===== config.mk =====
export PLATFORM = sky130hd
export DESIGN_NAME = alu_share_arbiter
export DESIGN_NICKNAME = d
export VERILOG_FILES = /design/src/rtl/alu_share_arbiter.sv
export SDC_FILE = /design/constraint.sdc
export NUM_CORES = 1
export LEC_CHECK = 0
export CORE_ASPECT_RATIO = 0.6
export CORE_MARGIN = 3
export CORE_UTILIZATION = 37
export CTS_CLUSTER_DIAMETER = 200
export DETAILED_ROUTE_END_ITERATION = 8
export PLACE_DENSITY = 0.81
export SYNTH_ARGS = -nofsm -noshare
export SYNTH_HDL_FRONTEND = slang
export SYNTH_SLANG_ARGS = --single-unit

===== constraint.sdc =====
create_clock -name i_clk -period 2.1 [get_ports i_clk]
set_clock_uncertainty 0.2 [all_clocks]
set_input_delay 0.525 -clock i_clk [delete_from_list [all_inputs] [get_ports i_clk]]
set_output_delay 0.525 -clock i_clk [all_outputs]
set_load 0.05 [all_outputs]

===== src/rtl/alu_share_arbiter.sv =====
// rtl/alu_share_arbiter.sv - round-robin sequencer sharing one combinational ALU between two requesters
//
// Time-shares a single external ALU between request ports 0 and 1. One operation
// is in flight at a time: IDLE (grant + handshake) -> EXEC (ALU driven from the
// operand registers, result captured) -> RESP (held until the consumer accepts).
//
// Optional feature macro: ALU_ARB_OPCHK_EN
//   defined   - opcode checked at handshake; an unsupported opcode returns
//               o_resp_err=1 with o_resp_result forced to 0
//   undefined - no check, o_resp_err is always 0
//
// Ports:
//   i_clk, i_reset_n                 clock (rising edge), async active-low reset
//   i_reqN_valid / o_reqN_ready      request handshake, port N = 0/1
//   i_reqN_a, i_reqN_b, i_reqN_op    request operands and ALU operation
//   o_alu_srca, o_alu_srcb, o_alu_op to the shared ALU (from operand registers)
//   i_alu_result                     from the shared ALU
//   o_resp_valid / i_resp_ready      response handshake
//   o_resp_id, o_resp_result         owning requester and captured result
//   o_resp_err                       unsupported-opcode flag
//   o_busy                           an operation is in flight
module alu_share_arbiter #(
    parameter int DATA_WIDTH    = 32,
    parameter int OPCODE_LENGTH = 4
) (
    input  logic                     i_clk,
    input  logic                     i_reset_n,
    input  logic                     i_req0_valid,
    output logic                     o_req0_ready,
    input  logic [DATA_WIDTH-1:0]    i_req0_a,
    input  logic [DATA_WIDTH-1:0]    i_req0_b,
    input  logic [OPCODE_LENGTH-1:0] i_req0_op,
    input  logic                     i_req1_valid,
    output logic                     o_req1_ready,
    input  logic [DATA_WIDTH-1:0]    i_req1_a,
    input  logic [DATA_WIDTH-1:0]    i_req1_b,
    input  logic [OPCODE_LENGTH-1:0] i_req1_op,
    output logic [DATA_WIDTH-1:0]    o_alu_srca,
    output logic [DATA_WIDTH-1:0]    o_alu_srcb,
    output logic [OPCODE_LENGTH-1:0] o_alu_op,
    input  logic [DATA_WIDTH-1:0]    i_alu_result,
    output logic                     o_resp_valid,
    input  logic                     i_resp_ready,
    output logic                     o_resp_id,
    output logic [DATA_WIDTH-1:0]    o_resp_result,
    output logic                     o_resp_err,
    output logic                     o_busy
);

    typedef enum logic [1:0] {
        S_IDLE = 2'd0,
        S_EXEC = 2'd1,
        S_RESP = 2'd2
    } state_t;

    state_t                   r_state;
    state_t                   w_next_state;

    logic                     r_last_id;
    logic [DATA_WIDTH-1:0]    r_a;
    logic [DATA_WIDTH-1:0]    r_b;
    logic [OPCODE_LENGTH-1:0] r_op;
    logic                     r_id;
    logic                     r_err;
    logic [DATA_WIDTH-1:0]    r_result;
    logic                     r_resp_id;
    logic                     r_resp_err;

    logic                     w_any_valid;
    logic                     w_grant;
    logic                     w_handshake;
    logic [DATA_WIDTH-1:0]    w_sel_a;
    logic [DATA_WIDTH-1:0]    w_sel_b;
    logic [OPCODE_LENGTH-1:0] w_sel_op;
    logic                     w_op_bad;

    // Grant: a lone requester wins; on a tie the port not served last wins.
    assign w_any_valid = i_req0_valid | i_req1_valid;
    assign w_grant     = (i_req0_valid & i_req1_valid) ? ~r_last_id : i_req1_valid;
    assign w_handshake = (r_state == S_IDLE) & w_any_valid;

    assign w_sel_a  = w_grant ? i_req1_a  : i_req0_a;
    assign w_sel_b  = w_grant ? i_req1_b  : i_req0_b;
    assign w_sel_op = w_grant ? i_req1_op : i_req0_op;

`ifdef ALU_ARB_OPCHK_EN
    // Supported set: AND, OR, ADD, SUB, XOR, EQ.
    always_comb begin
        w_op_bad = 1'b1;
        if ((w_sel_op == OPCODE_LENGTH'(4'b0000)) ||
            (w_sel_op == OPCODE_LENGTH'(4'b0001)) ||
            (w_sel_op == OPCODE_LENGTH'(4'b0010)) ||
            (w_sel_op == OPCODE_LENGTH'(4'b0011)) ||
            (w_sel_op == OPCODE_LENGTH'(4'b0100)) ||
            (w_sel_op == OPCODE_LENGTH'(4'b1000))) begin
            w_op_bad = 1'b0;
        end
    end
`else
    assign w_op_bad = 1'b0;
`endif

    // State register
    always_ff @(posedge i_clk or negedge i_reset_n) begin
        if (!i_reset_n) begin
            r_state <= S_IDLE;
        end else begin
            r_state <= w_next_state;
        end
    end

    // Next-state logic
    always_comb begin
        w_next_state = r_state;
        case (r_state)
            S_IDLE:  if (w_any_valid) w_next_state = S_EXEC;
            S_EXEC:  w_next_state = S_RESP;
            S_RESP:  if (i_resp_ready) w_next_state = S_IDLE;
            default: w_next_state = S_IDLE;
        endcase
    end

    // Output logic
    always_comb begin
        o_req0_ready = 1'b0;
        o_req1_ready = 1'b0;
        o_resp_valid = 1'b0;
        o_busy       = 1'b1;
        case (r_state)
            S_IDLE: begin
                o_busy       = 1'b0;
                o_req0_ready = w_any_valid & ~w_grant;
                o_req1_ready = w_any_valid &  w_grant;
            end
            S_RESP:  o_resp_valid = 1'b1;
            default: o_busy = 1'b1;
        endcase
    end

    // Operand capture at handshake, result capture at the end of EXEC.
    // last_id resets to 1 so port 0 wins the first tie.
    always_ff @(posedge i_clk or negedge i_reset_n) begin
        if (!i_reset_n) begin
            r_last_id  <= 1'b1;
            r_a        <= '0;
            r_b        <= '0;
            r_op       <= '0;
            r_id       <= 1'b0;
            r_err      <= 1'b0;
            r_result   <= '0;
            r_resp_id  <= 1'b0;
            r_resp_err <= 1'b0;
        end else begin
            if (w_handshake) begin
                r_a       <= w_sel_a;
                r_b       <= w_sel_b;
                r_op      <= w_sel_op;
                r_id      <= w_grant;
                r_err     <= w_op_bad;
                r_last_id <= w_grant;
            end
            if (r_state == S_EXEC) begin
                r_result   <= r_err ? '0 : i_alu_result;
                r_resp_id  <= r_id;
                r_resp_err <= r_err;
            end
        end
    end

    assign o_alu_srca    = r_a;
    assign o_alu_srcb    = r_b;
    assign o_alu_op      = r_op;
    assign o_resp_result = r_result;
    assign o_resp_id     = r_resp_id;
    assign o_resp_err    = r_resp_err;

endmodule


==> impl_metrics.yaml <==
worst_setup_path:
  required_ps: 1370
  cp_top_family: "flip-flops"
  critPathMaxFanout: 3
  cp_slowest_cell: "dfstp_2"
  cp_num_buf_inv: 2
  path_cells: "buf_4 > a21bo_4 > nor2_4 > buf_12"
  cpPeakStageDelay_ps: 370
  startpoint_type: "flip-flop"
  arrival_ps: 1340
  crit_type: "reg -> out"
  endpoint_kind: "output pin"
sta:
  rsz0062_at_grt: "true"
  timing.hold.ws_ps: 285
  hold_violations: 0
  slew_violations: 0
  fin_crit_sh_pct: 98.5
  fmax_mhz: 484
  timing.final.ws_setup_ps: 31.9
  setup_violations: 0
  fin_crit_ps: 2070
power_and_ir_drop:
  netSwitchingFraction_pct: 49.0
  switching_power_mw: 6.74
  p_per_area_mw_per_mm2: 1800
  p_leak_nw: 3.54
  p_int_mw: 7.01
  p_clk_share_pct: 12.9
  combPwrFrac_pct: 60.5
  peakVddDrop_mv: 1.08
  seq_power_share_pct: 26.6
place:
  routabilityCongestion: 0.759
  dp_slack_ps: -238
  hpwl_mm: 11.0
  port_buffers: 277
grt:
  grt-ovfl-total: 0
  busiest_layer: "met2"
  antenna_found_initial: 0
  met3_usage_pct: 6.63
  grt_pass1_wl_mm: 22.7
  grt_max_degree: 52
  grt_pass1_vias: 4258
  grtUsageMet2_pct: 36.1
  use_met1_pct: 25.4
  track_usage_pct: 20.9
clock_network:
  cts_tree: "built"
  clk_pin_slew_ps: 70
  htreeDepth: 3
  clk_latency_ps: 330
  numCtsBuffers: 9
  cts_root_buffer: "clkbuf_16"
  clock_path_buffers: 2
  clock_sinks: 105
routing:
  firstDrtPassIters: 4
  drc: 0
  vias: 4137
  drt_iter0_drc: 176
  postRouteAntennaNets: 0
  vias_per_cell: 5.19
  wl_mm: 14.4
  wire_per_inst_um: 18.1
yosys:
  synth_seq_area_share_pct: 58.6
  netlist_area_mm2: 0.00448
  synth_area_per_cell_um2: 12.5
  ys_types: 26
  synth_warnings: 0
  synthCells: 358
  syn_nets: 531
  ys_ff_latch: 105
floorplan:
  io_pins: 279
  die_y_um: 91.3
  rows: 30
  die_w_um: 148
  die_area_mm2: 0.0135
  core_area_mm2: 0.0116
  initial_core_util_pct: 38.8
min_path:
  hold_class: "reg -> reg"
cells_and_area:
  multi_input_area_mm2: 0.00165
  antenna_cells: 0
  seq_area_mm2: 0.00263
  n_fill_cell: 869
  syn_to_final_growth_pct: 70.1
  num-nets-final: 805
  final_layout_size_suffix_gt1_share_pct: 24.2
outcome:
  status: "finished clean"
job:
  drv_cap: 0
[routing by layer]
metal  vias up  wire length [um]
li1       1893                 -
met4         0               292
met5         -                 0
met2       203              7350
met1      2016              5580
met3        25              1190
[worst reg2reg max path, stage by stage, from the launching register on]
cell,delay (ps)
dfrtp_1,410
nor2_4,170
buf_4,140
buf_4,260
nand2_4,110
buf_4,150
inv_2,210
a31oi_1,160
[final cells by class]
| type | count | share of cell area (%) |
|---|---|---|
| flip-flops and latches | 105 | 34.5 |
| inverters | 3 | 0.197 |
| multi-input cells | 215 | 21.6 |
| well taps | 160 | 2.62 |
| clock inverters | 6 | 1.20 |
| clock buffers | 10 | 3.00 |
| repair buffers | 298 | 36.9 |
[registers in the layout (all words and copies together), names as in the netlist]
signal / cells
o_alu_srcb: 32
r_last_id: 1
o_resp_id: 1
r_id: 1
r_state: 2
o_alu_srca: 32
o_resp_result: 32
o_alu_op: 4
[final timing paths]
kind,start,endpoint,slack (ps),cells past startpoint
max,r_last_id,o_req1_ready,30,4
min,r_id,r_id,290,1
max reg2reg,r_state[0],o_alu_srca[11],150,7
min reg2reg,r_id,r_id,290,1
max in group asynchronous,i_reset_n,r_last_id,640,3
min in group asynchronous,i_reset_n,o_resp_result[10],450,2
[cells in the mapped netlist, drive strengths merged]
cell / instances / area share (%)
a21boi: 1 / 0.25
nor2: 2 / 0.33
a21oi: 16 / 1.8
dfstp: 1 / 0.59
inv: 3 / 0.25
mux2: 33 / 8.3
or2: 1 / 0.14
o21ai: 1 / 0.11
conb: 1 / 0.084
clkbuf: 11 / 0.92
a31oi: 16 / 2.2
nand2b: 3 / 0.42
dfrtp: 104 / 58
a21bo: 1 / 0.22
buf: 24 / 4.0
and3: 53 / 7.5
nand2: 33 / 2.9
a21o: 2 / 0.33
a221o: 52 / 12
[cell usage in the layout (no fill, tap or decap), types with 2 or more instances in the layout]
master / count
bufinv_16: 2
dlygate4sd2_1: 2
a21o_1: 2
nand2b_1: 3
dfrtp_1: 104
nor2_4: 2
clkdlybuf4s50_1: 169
nand2_1: 32
a31oi_1: 16
a221o_1: 52
mux2_1: 29
buf_12: 12
clkbuf_16: 9
and3_1: 52
a21oi_1: 16
mux2_2: 4
buf_4: 113
clkinvlp_4: 3
[repair_timing]
item / CTS / global route
buffers inserted: 2 / 1
setup endpoints to repair: 2 / 2
pin swaps: 2 / 1
endpoints found under the hold margin: 19 / 0
hold buffers: 1 / 0
gates resized for setup: 5 / 0
[power groups by stage]
stage	Sequential, mW	Clock [mW]	Combinational (mW)
floorplan	6.97	0	2.18
finish	3.66	1.77	8.32
CTS	3.65	1.82	8.36
detailed placement	3.66	0	8.32
global route	3.78	1.90	8.70
global placement	3.63	0	8.18
[per-stage QoR]
| step | setup TNS, ps | instances | instance area, um2 | util [%] | power [mW] |
|---|---|---|---|---|---|
| 6_report | 0 | 797 | 7630 | 66.0 | 13.7 |
| 5_1_grt | -48.7 | 797 | 7630 | 66.0 | 14.4 |
| 4_1_cts | 0 | 796 | 7620 | 65.9 | 13.8 |
| 3_5_place_dp | -9590 | 777 | 7270 | 62.9 | 12.0 |
| 3_3_place_gp | -7540 | 777 | 7270 | 62.9 | 11.8 |
| 2_1_floorplan | -12.7 | 358 | 4500 | - | 9.15 |
[logic make-up (layout without fill, tap and decap cells)]
group	Yosys count	count (layout)	synth area share [%]
DFF	105	105	58.6
muxes	33	33	8.29
buffers and inverters	38	317	5.13
and+or+nand+nor	92	92	11.3
AOI/OAI and AO/OA	89	89	16.5
other	1	1	0.0836
(Power assumes the default switching activity.)
